--- config.mk ---
export PLATFORM = sky130hd
export DESIGN_NAME = fir_serial_mac
export DESIGN_NICKNAME = d
export VERILOG_FILES = /design/src/rtl/fir_serial_mac.sv
export SDC_FILE = /design/constraint.sdc
export NUM_CORES = 1
export LEC_CHECK = 0
export ABC_AREA = 1
export CORE_UTILIZATION = 55
export CTS_CLUSTER_DIAMETER = 150
export DETAILED_ROUTE_END_ITERATION = 7
export PLACE_DENSITY_LB_ADDON = 0.1
export SLEW_MARGIN = 30
export SYNTH_ARGS = -nofsm -noshare
export SYNTH_HDL_FRONTEND = slang
export SYNTH_SLANG_ARGS = --single-unit
--- constraint.sdc ---
create_clock -name clk -period 15.3 [get_ports clk]
set_input_delay 4.59 -clock clk [delete_from_list [all_inputs] [get_ports clk]]
set_output_delay 4.59 -clock clk [all_outputs]
set_load 0.02 [all_outputs]
--- src/rtl/fir_serial_mac.sv ---
// Time-multiplexed signed FIR filter: one shared MAC, run-time loadable coefficients,
// and a valid/ready sample handshake on a bus shared by samples and coefficients.
module fir_serial_mac #(
    parameter int N_TAPS = 5,
    parameter int BW_IN  = 6,
    parameter int BW_OUT = 8,
    parameter int SHIFT  = 4
) (
    input  logic              clk,
    input  logic              reset,
    input  logic              in_valid,
    input  logic              coef_load,
    input  logic [BW_IN-1:0]  x_in,
    output logic              in_ready,
    output logic [BW_OUT-1:0] y_out,
    output logic              out_valid,
    output logic              coef_ready
);

    localparam int KW     = $clog2(N_TAPS);
    localparam int BW_ACC = 2 * BW_IN + KW;
    localparam int RND    = (2 ** SHIFT) / 2;
    localparam logic [KW-1:0] LAST = KW'(N_TAPS - 1);
    localparam logic signed [BW_ACC:0] SAT_MAX = (BW_ACC + 1)'(2 ** (BW_OUT - 1) - 1);
    localparam logic signed [BW_ACC:0] SAT_MIN = ~SAT_MAX;

    typedef enum logic [1:0] {
        IDLE,
        MAC,
        DONE
    } state_t;

    state_t state;
    state_t state_next;

    logic signed [BW_IN-1:0]   x [N_TAPS];
    logic signed [BW_IN-1:0]   c [N_TAPS];
    logic [KW-1:0]             cptr;
    logic [KW-1:0]             k;
    logic signed [BW_ACC-1:0]  acc;
    logic signed [2*BW_IN-1:0] prod;
    logic signed [BW_ACC:0]    rounded;
    logic signed [BW_ACC:0]    scaled;
    logic [BW_OUT-1:0]         sat;

    // Handshake: a beat transfers on a rising edge where in_valid and in_ready are both high;
    // in_ready is high only in IDLE, so the source holds its beat through MAC and DONE.
    assign in_ready = (state == IDLE);

    assign prod    = x[k] * c[k];
    assign rounded = {acc[BW_ACC-1], acc} + (BW_ACC + 1)'(RND);
    assign scaled  = rounded >>> SHIFT;

    always_comb begin
        sat = scaled[BW_OUT-1:0];
        if (scaled > SAT_MAX) begin
            sat = SAT_MAX[BW_OUT-1:0];
        end else if (scaled < SAT_MIN) begin
            sat = SAT_MIN[BW_OUT-1:0];
        end
    end

    always_comb begin
        state_next = state;
        case (state)
            IDLE: begin
                if (in_valid && !coef_load && coef_ready) begin
                    state_next = MAC;
                end
            end
            MAC: begin
                if (k == LAST) begin
                    state_next = DONE;
                end
            end
            DONE: begin
                state_next = IDLE;
            end
            default: begin
                state_next = IDLE;
            end
        endcase
    end

    always_ff @(posedge clk) begin
        if (reset) begin
            state      <= IDLE;
            out_valid  <= 1'b0;
            y_out      <= '0;
            coef_ready <= 1'b0;
            cptr       <= '0;
            k          <= '0;
            acc        <= '0;
            for (int i = 0; i < N_TAPS; i++) begin
                x[i] <= '0;
                c[i] <= '0;
            end
        end else begin
            state     <= state_next;
            out_valid <= 1'b0;
            case (state)
                IDLE: begin
                    if (in_valid && coef_load) begin
                        c[cptr] <= x_in;
                        if (cptr == LAST) begin
                            cptr       <= '0;
                            coef_ready <= 1'b1;
                        end else begin
                            cptr <= cptr + 1'b1;
                            // First beat of a fresh bank invalidates the old one.
                            if (cptr == '0 && coef_ready) begin
                                coef_ready <= 1'b0;
                            end
                        end
                    end else if (in_valid && coef_ready) begin
                        x[0] <= x_in;
                        for (int i = 1; i < N_TAPS; i++) begin
                            x[i] <= x[i-1];
                        end
                        acc <= '0;
                        k   <= '0;
                    end
                end
                MAC: begin
                    acc <= acc + {{KW{prod[2*BW_IN-1]}}, prod};
                    k   <= (k == LAST) ? '0 : k + 1'b1;
                end
                DONE: begin
                    y_out     <= sat;
                    out_valid <= 1'b1;
                end
                default: begin
                end
            endcase
        end
    end

endmodule

# After elaboration in Yosys (flattened, before gate mapping)
# Memory sizes are Yosys's and may differ from the RTL's. A register that Yosys moved wholly into a read port is not among the register bits.
# Index checks and enable logic that the tools add are counted.
# totals
n_memories,2
mem_bits_rw,60
out_inout_bits,11
input_bits,10
elab_cells,83
register_bits,33
# op_classes
mux,39
n_eq_ne,8
n_lt_le_gt_ge,2
n_reduce_logical,15
n_addsub,4
bitwise,5
n_mul,1
# mem_list
name,words,word_bits,rd,rd_clocked_by_memory_dff,write_ports,line_no,text
c,5,6,1,1,5,37,logic signed [BW_IN-1:0] c [N_TAPS];
x,5,6,5,1,5,36,logic signed [BW_IN-1:0] x [N_TAPS];
# ops
cell,count
$mux 6,6
$mux 15,2
$pmux 15 s2,1
$mux 3,9
$add 15x5->16 const B,1
$mux 8,2
$add 15x15->15,1
$mux 1,15
$gt 12x8->1 const B,1
$lt 12x8->1 const B,1
$mul 6x6->12,1
$add 3x1->3 const B,2
$eq 3x3->1 const B,2
$pmux 3 s2,1
$reduce_and 3->1,2
$reduce_or 6->1,1
$logic_and 1x1->1,5
$or 1x1->1,5
$mux 2,2
$ne 2x1->1 const B,2
$ne 2x2->1 const B,2
$pmux 2 s2,1
$reduce_and 2->1,2
$reduce_bool 2->1,2
5 further kinds,5

# Depth between registers and ports, before layout
# Gate-level depths: netlist of the first run.
# logic_depth
word_depth,7
mapped_depth,37
depth_no_buf,35

# Worst setup path before layout of the first run
# No wires, ideal clock.
# synth_timing
kind,input-to-reg
from,input port coef_load
to,"memory x[0][0], enable pin"
setup_time_ps,459
path_stages,3
slack_ps,7894
n_path_buf,0
t_arrival_ps,6947
t_required_ps,14841
cell_sequence,inv_1 > nand4_1 > o21ai_0
# synth_lines
element,line_no,text
start: declaration,12,"input logic coef_load,"
end: declaration,36,

==> results_dict.tcl, run 1 <==
set metrics [dict create \
    finalInstanceArea_um2 8080 \
    grt_max_degree 38 \
    fin_nets 951 \
    max_freq_mhz 151 \
    num_vias 5706 \
    cts_num_sinks 114 \
    cts_tree "done" \
    synth.avg_cell_area_um2 8.39 \
    cp_max_fo 15 \
    syn_nets 929 \
    numPortBuffers 20 \
    die_area_um2 13500 \
    setup_ws_ps 8670 \
    io_pins 21 \
    initialDrtViolationCount 525 \
    p_int_mw 0.642 \
    synth_edf_count 78 \
    post-route-period-util_pct 43.3 \
    cts_made_buffers 17 \
    diodes 0 \
    grt_first_pass_wirelength_um 26700 \
    placed_cells 1027 \
    ys_warn_count 0 \
    initial_core_util_pct 56.4 \
    hold_class "reg -> reg" \
    syn-instance-count 852 \
    syn_to_final_growth_pct 13.1 \
    slew_headroom_pct 46.5 \
    cts_root_buffer "clkbuf_16" \
    grt_pass1_vias 5612 \
    die_w_um 116 \
    switching_share_pct 27.4 \
    placed_area_um2 7480 \
    grt_antenna_before_repair 0 \
    ys_seq_elements 114 \
    rows 41 \
    power_mw 0.885 \
    dp_hpwl_um 11800 \
    setup_viol 0 \
    synth_cell_types 40 \
    hold_viol 0 \
    clkLatencyLatePin_ps 410 \
    grtUsageTotal_pct 26.3 \
    ys_seq_area_share_pct 42.8 \
    outcome "completed" \
    holdBufCountCts 0 \
    ant_nets 0 \
    power.leakage_nw 3.57 \
    hold_slack_ps 489 \
    dp_slack_ps 8050 \
    stdcell_count 1059 \
    max_slew.worst_pin.slew_ps 797 \
    cp-end-kind "flip-flop" \
    synth_area_um2 7150 \
    overflow 0 \
    wl_per_cell_um 15.2 \
    core_um2 12700 \
    critical_path_arrival_ps 6670 \
    fin_util_pct 63.8 \
    clkTransAtPathRegs_ps 50 \
    p_per_area_nw_per_um2 109 \
    finalWeightedCongestion 0.883 \
    dr.pass1.iters 5 \
    die-height_um 116 \
    seqPwrFrac_pct 38.2 \
    ir_drop_mv 0.0749 \
    max-cap-violations 0 \
    layout_min_cycle_time_ps 6630 \
    cp.required_ps 15340 \
    htreeDepth 4 \
    p_sw_mw 0.243 \
    p_clk_share_pct 46.0 \
    clk_path_buf_depth 2 \
    finalMaxSlewViolations 0 \
    postRouteWirelength_um 16100 \
    worstSetupPathType "in -> reg" \
    drc 0 \
    startpoint_type "input pin" \
    drive_gt1_share_pct 8.68 \
    via_per_inst 5.39 \
    setup_tns_ps 0 \
    synth_flop_cell "edfxtp_1" \
    combPwrFrac_pct 15.7 \
    ctsResizeCount 0 \
    rsz0062_at_grt "false" \
    skew_ps 11.3 \
    synthArstFlopShare_pct 0 \
    post_cts.repair.setup_buffers 0 \
]
==> state kept, by name, indices dropped and copies added, names as in the netlist, named ones only <==
signal	count
coef_ready	1
out_valid	1
state	2
c	48
x	30
acc	15
y_out	8
k	3
cptr	3
==> final cells by class <==
type	count	area, um2
Clock buffer	18	429
Fill cell	1112	4590
Multi-Input combinational cell	583	3470
Inverter	136	515
Sequential cell	114	3060
Timing Repair Buffer	22	215
Clock inverter	14	176
Tap cell	172	215
==> cell usage after synthesis, drive strengths merged, types with 2 or more instances <==
cell type | count | area (um2)
a211oi | 2 | 15.0
a21oi | 40 | 204
buf | 15 | 93.8
clkbuf | 4 | 15.0
dfxtp | 36 | 721
edfxtp | 78 | 2340
fa | 27 | 541
ha | 40 | 500
inv | 136 | 515
nand2 | 140 | 546
nand3 | 42 | 225
nand4 | 6 | 37.5
nor2 | 166 | 664
nor3 | 10 | 60.1
o21ai | 74 | 393
o221ai | 3 | 26.3
o22ai | 14 | 87.6
xnor2 | 3 | 26.3
xor2 | 9 | 78.8
==> power by group through the flow <==
stage / Combinational, mW / Sequential [mW] / Clock [mW]
6_report: 0.139 / 0.338 / 0.407
5_1_grt: 0.161 / 0.339 / 0.425
4_1_cts: 0.139 / 0.338 / 0.410
3_5_place_dp: 0.136 / 0.345 / 0
3_3_place_gp: 0.133 / 0.344 / 0
2_1_floorplan: 0.105 / 0.344 / 0
==> cell usage in the layout, fill, tap and decap left out, types with 5 or more instances in the layout <==
master | netlist | routed
clkbuf_16 | 0 | 17
xor2_1 | 9 | 9
inv_6 | 0 | 5
nand3_1 | 39 | 39
fa_1 | 27 | 27
o22ai_1 | 14 | 14
nand2_1 | 136 | 135
edfxtp_1 | 78 | 78
inv_1 | 118 | 118
nor2_1 | 159 | 159
dfxtp_1 | 36 | 36
nand4_1 | 6 | 6
o21ai_1 | 23 | 23
inv_2 | 16 | 16
nor3_1 | 8 | 8
a21oi_1 | 39 | 39
ha_1 | 40 | 40
clkdlybuf4s50_1 | 0 | 20
o21ai_0 | 45 | 44
o21ai_2 | 6 | 7
==> kinds of logic (layout without fill, tap and decap cells) <==
family	Yosys count	in the layout	share of synthesized area, %
compound gates	138	138	10.7
xor+xnor	12	12	1.47
fa+ha+maj	67	67	14.6
buf+inv	155	190	8.73
flops	114	114	42.8
mux	1	1	0.192
simple gates	365	365	21.5
==> worst max-delay path: stages <==
cell and delay [ps]:
clkdlybuf4s50_1 780, nor2_1 300, inv_2 80, nor2_1 220
inv_1 90, nor3_1 610
==> per-layer routing <==
layer | share of wire, % | GRT usage, %
met1 | 46 | 34.9
met2 | 47 | 42.9
met3 | 5.6 | 5.07
met4 | 1.6 | 9.83
met5 | 0 | 0
==> worst paths after layout <==
kind / start / slack [ps] / end / cells after the start
worst min register to register: acc[0]$_SDFFE_PP0P_ / 490 / acc[0]$_SDFFE_PP0P_ / 1
worst max-delay path: reset / 8670 / c[5][0]$_DFFE_PP_ / 6
worst max register to register: flip-flop / 8780 / acc[14]$_SDFFE_PP0P_ / 24
worst min-delay path: acc[0]$_SDFFE_PP0P_ / 490 / acc[0]$_SDFFE_PP0P_ / 1
(Power assumes the default switching activity.)
==> inputs of run 2 (changes only) <==
==> constraint.sdc (replaced) <==
create_clock -name clk -period 5.4 [get_ports clk]
set_input_delay 1.62 -clock clk [delete_from_list [all_inputs] [get_ports clk]]
set_output_delay 1.62 -clock clk [all_outputs]
set_load 0.02 [all_outputs]
==> results_dict.tcl, run 2 (synthesis results as in run 1) <==
set metrics [dict create \
    hold_class "reg -> reg" \
    via_per_inst 5.37 \
    syn_to_final_growth_pct 31.7 \
    finalWeightedCongestion 0.897 \
    critical_path_arrival_ps 5870 \
    setup_viol 4 \
    reg.largest.list "c (48), x (30), acc (15)" \
    rsz0062_at_grt "true" \
    die_w_um 116 \
    clkTransAtPathRegs_ps 60 \
    seqPwrFrac_pct 33.0 \
    regMostFlops "c" \
    outcome "finished with violations" \
    placed_area_um2 8050 \
    switching_share_pct 28.0 \
    grt_max_degree 30 \
    clkLatencyLatePin_ps 420 \
    io_pins 21 \
    post-route-period-util_pct 102 \
    p_int_mw 2.09 \
    power_mw 2.91 \
    grt_antenna_before_repair 0 \
    cts_root_buffer "clkbuf_16" \
    finalInstanceArea_um2 9420 \
    max-cap-violations 0 \
    worst_path_largest_cell_delay_ps 530 \
    cts_num_sinks 114 \
    die_area_um2 13500 \
    dp_hpwl_um 12700 \
    overflow 0 \
    initialDrtViolationCount 509 \
    skew_ps 7.45 \
    final_cell_mix "nor2_1 (145), nand2_1 (121), inv_1 (116)" \
    slew_headroom_pct 58.0 \
    p_clk_share_pct 40.5 \
    dr.pass1.iters 5 \
    slowest_stage "fa_1" \
    ir_drop_mv 0.276 \
    max_slew.worst_pin.slew_ps 628 \
    cp-end-kind "flip-flop" \
    finalMaxSlewViolations 0 \
    numPortBuffers 20 \
    grtUsageTotal_pct 28.0 \
    hold_slack_ps 472 \
    cp_max_fo 8 \
    layout_min_cycle_time_ps 5510 \
    die-height_um 116 \
    cts_tree "done" \
    htreeDepth 4 \
    p_sw_mw 0.816 \
    initial_core_util_pct 56.4 \
    fin_nets 1040 \
    startpoint_type "flip-flop" \
    num_vias 6168 \
    grt_pass1_vias 5869 \
    final_common_cell "nor2_1" \
    ant_nets 0 \
    grt_first_pass_wirelength_um 28400 \
    cts_made_buffers 17 \
    clk_path_buf_depth 2 \
    largest_register_ff_count 48 \
    cp.required_ps 5760 \
    violations "negative setup slack" \
    p_per_area_nw_per_um2 309 \
    holdBufCountCts 0 \
    hold_viol 0 \
    setup_ws_ps -115 \
    worstSetupPathType "reg -> reg" \
    setup_tns_ps -283 \
    combPwrFrac_pct 26.5 \
    rows 41 \
    postRouteWirelength_um 18500 \
    power.leakage_nw 4.08 \
    diodes 0 \
    drc 0 \
    max_freq_mhz 181 \
    min_from "y_out[7]$_SDFFE_PP0P_" \
    drive_gt1_share_pct 26.4 \
    wl_per_cell_um 16.1 \
    fin_util_pct 74.3 \
    core_um2 12700 \
]
==> run 2: cell count changes in the layout (fill, tap and decap cells not counted), sizes merged <==
cell / previous run / this run
buf: 2 / 90
bufinv: 3 / 4
clkbuf: 18 / 17
clkinv: 4 / 7
clkinvlp: 2 / 1
inv: 141 / 140
==> run 2: worst paths after layout <==
kind                                 to  slack (ps)  cells past startpoint
setup / recovery   acc[13]$_SDFFE_PP0P_        -110                     27
hold / removal    y_out[7]$_SDFFE_PP0P_         470                      2
setup reg to reg   acc[13]$_SDFFE_PP0P_        -110                     27
hold reg to reg   y_out[7]$_SDFFE_PP0P_         470                      2
==> run 2: worst max-delay path, delay by kind of cell (launching register included) <==
family | cells | cell delay, ps
DFF | 1 | 440
buffers and inverters | 4 | 350
and+or+nand+nor | 8 | 560
xor gates and xnor gates | 1 | 140
adders and majority gates | 6 | 2660
AOI/OAI and AO/OA | 8 | 1290
==> run 2: area by class of cell <==
| cell class | instances | area [um2] |
|---|---|---|
| fillers | 944 | 3250 |
| clock inverters | 15 | 188 |
| repair inverters | 1 | 6.26 |
| well taps | 172 | 215 |
| flip-flops and latches | 114 | 3070 |
| repair buffers | 110 | 951 |
| multi-input cells | 583 | 4040 |
| inverters | 136 | 523 |
| clock buffers | 17 | 425 |
==> run 2: power groups by stage <==
stage	clock network (mW)	registers (mW)	logic, mW
after floorplan	0	0.975	0.298
after global placement	0	0.978	0.517
after detailed placement	0	0.978	0.530
after CTS	1.18	0.959	0.592
after global routing	1.22	0.962	0.839
final	1.18	0.961	0.771
==> run 2: layer usage <==
layer  wire [um]  global-route usage, %
met3         894                   5.81
met5           0                      0
met1        8240                   37.9
met2        8860                   44.6
met4         484                   10.2
==> run 2: through the flow <==
| step | instances | setup WS [ps] |
|---|---|---|
| 5_1_grt | 1148 | -342 |
| 3_3_place_gp | 1100 | -292 |
| 2_1_floorplan | 852 | 2.18 |
| 6_report | 1148 | -115 |
| 3_5_place_dp | 1100 | -430 |
| 4_1_cts | 1138 | 1.10 |
==> run 2: timing repair <==
item / CTS / global route
resized for setup: 59 / 92
setup endpoints to repair: 8 / 9
cloned: 2 / 0
setup buffers: 4 / 11
pin swaps: 29 / 53
==> inputs of run 3 (changes only) <==
--- a/config.mk
+++ b/config.mk
@@ -10,6 +10,7 @@
 export CTS_CLUSTER_DIAMETER = 150
 export DETAILED_ROUTE_END_ITERATION = 7
 export PLACE_DENSITY_LB_ADDON = 0.1
+export REMOVE_ABC_BUFFERS = 1
 export SLEW_MARGIN = 30
 export SYNTH_ARGS = -nofsm -noshare
 export SYNTH_HDL_FRONTEND = slang
==> constraint.sdc (replaced) <==
create_clock -name clk -period 6.59 [get_ports clk]
set_input_delay 1.977 -clock clk [delete_from_list [all_inputs] [get_ports clk]]
set_output_delay 1.977 -clock clk [all_outputs]
set_load 0.02 [all_outputs]
==> results_dict.tcl, run 3 (synthesis results as in run 1) <==
set metrics [dict create \
    holdBufCountCts 0 \
    drc 0 \
    largest_register_ff_count 48 \
    cts_num_sinks 114 \
    grt_first_pass_wirelength_um 25700 \
    htreeDepth 4 \
    cts_tree "done" \
    ant_nets 0 \
    rsz0062_at_grt "false" \
    clk_path_buf_depth 2 \
    combPwrFrac_pct 16.4 \
    wl_per_cell_um 14.8 \
    reg.largest.list "c (48), x (30), acc (15)" \
    final_cell_mix "nor2_1 (159), nand2_1 (135), inv_1 (118)" \
    die-height_um 116 \
    fin_nets 953 \
    switching_share_pct 28.2 \
    worstSetupPathType "reg -> reg" \
    clkTransAtPathRegs_ps 60 \
    io_pins 21 \
    cts_made_buffers 17 \
    dp_hpwl_um 11500 \
    max_slew.worst_pin.slew_ps 640 \
    cpMostUsedCell "nand2_1" \
    regMostFlops "c" \
    fin_util_pct 63.5 \
    num_vias 5656 \
    critical_path_arrival_ps 6260 \
    p_per_area_nw_per_um2 243 \
    diodes 0 \
    cts_root_buffer "clkbuf_16" \
    grt_antenna_before_repair 0 \
    max_freq_mhz 168 \
    finalMaxSlewViolations 0 \
    cp.required_ps 6910 \
    rows 41 \
    grtUsageTotal_pct 25.4 \
    finalWeightedCongestion 0.902 \
    setup_ws_ps 648 \
    final_common_cell "nor2_1" \
    max-cap-violations 0 \
    syn_to_final_growth_pct 12.6 \
    setup_tns_ps 0 \
    initial_core_util_pct 56.4 \
    numPortBuffers 20 \
    die_area_um2 13500 \
    overflow 0 \
    setup_viol 0 \
    layout_min_cycle_time_ps 5940 \
    hold_class "reg -> reg" \
    outcome "completed" \
    clkLatencyLatePin_ps 420 \
    die_w_um 116 \
    dr.pass1.iters 5 \
    slowest_stage "fa_1" \
    core_um2 12700 \
    initialDrtViolationCount 518 \
    p_clk_share_pct 43.5 \
    p_int_mw 1.41 \
    grt_max_degree 37 \
    startpoint_type "flip-flop" \
    p_sw_mw 0.553 \
    worst_path_largest_cell_delay_ps 560 \
    power.leakage_nw 3.55 \
    hold_viol 0 \
    grt_pass1_vias 5429 \
    seqPwrFrac_pct 40.2 \
    cp-end-kind "flip-flop" \
    drive_gt1_share_pct 9.00 \
    cp_max_fo 19 \
    slew_headroom_pct 57.2 \
    ir_drop_mv 0.199 \
    dp_slack_ps 394 \
    via_per_inst 5.33 \
    postRouteWirelength_um 15700 \
    post-route-period-util_pct 90.2 \
    skew_ps 5.84 \
]
run 3: cell count changes in the layout (fill, tap and decap cells not counted), sizes merged:
cell / delta
buf: -86
bufinv: -3
clkinvlp: +2
clkbuf: +1
inv: -1
run 3: cell type report:
type | count | area (um2)
clock buffers | 18 | 429
clock inverters | 14 | 114
fillers | 1109 | 4620
inverters | 136 | 515
multi-input cells | 583 | 3480
flip-flops and latches | 114 | 3070
well taps | 172 | 215
repair buffers | 24 | 230
run 3: stage by stage:
| step | hold slack (ps) | std cells | area (um2) | power, mW |
|---|---|---|---|---|
| 2_1_floorplan | 435 | 833 | 7040 | 1.04 |
| 3_3_place_gp | 446 | 1029 | 7490 | 1.11 |
| 3_5_place_dp | 460 | 1029 | 7490 | 1.12 |
| 4_1_cts | 473 | 1061 | 8040 | 1.96 |
| 5_1_grt | 511 | 1061 | 8050 | 2.04 |
| 6_report | 467 | 1061 | 8050 | 1.96 |
run 3: power by group through the flow:
| stage | registers (mW) | clock network [mW] | logic [mW] |
|---|---|---|---|
| floorplan | 0.799 | 0 | 0.241 |
| global placement | 0.800 | 0 | 0.311 |
| detailed placement | 0.801 | 0 | 0.316 |
| CTS | 0.786 | 0.856 | 0.319 |
| global route | 0.787 | 0.885 | 0.368 |
| finish | 0.786 | 0.851 | 0.321 |
run 3: final timing paths:
| path | from | end | slack (ps) | depth (start not counted) |
|---|---|---|---|---|
| worst max-delay path | flip-flop | acc[14]$_SDFFE_PP0P_ | 650 | 28 |
| worst min-delay path | y_out[7]$_SDFFE_PP0P_ | y_out[7]$_SDFFE_PP0P_ | 470 | 2 |
| worst max register to register | flip-flop | acc[14]$_SDFFE_PP0P_ | 650 | 28 |
| worst min register to register | y_out[7]$_SDFFE_PP0P_ | y_out[7]$_SDFFE_PP0P_ | 470 | 2 |
run 3: worst max-delay path: cells and delay by family, from the launching register on:
kind | cells | cell delay [ps]
AND/OR/NAND/NOR | 13 | 1260
XOR/XNOR | 1 | 90
flip-flops | 1 | 540
adder cells (fa/ha/maj) | 6 | 2910
AO/OA/AOI/OAI | 5 | 660
buffers and inverters | 3 | 350
run 3: repair_timing:
action	in CTS	in global routing
gates resized for setup	0	2
setup endpoints to repair	0	4
buffers inserted	0	0
run 3: per-layer routing:
| layer | vias up | part of all wire [%] | wire, um | global-route usage (%) |
|---|---|---|---|---|
| met5 | - | 0 | 0 | 0 |
| met4 | 0 | 2.1 | 323 | 9.49 |
| met3 | 32 | 6.8 | 1070 | 5.86 |
| met2 | 195 | 44 | 6900 | 39.0 |
| met1 | 2603 | 47 | 7360 | 35.2 |
| li1 | 2826 | - | - | - |
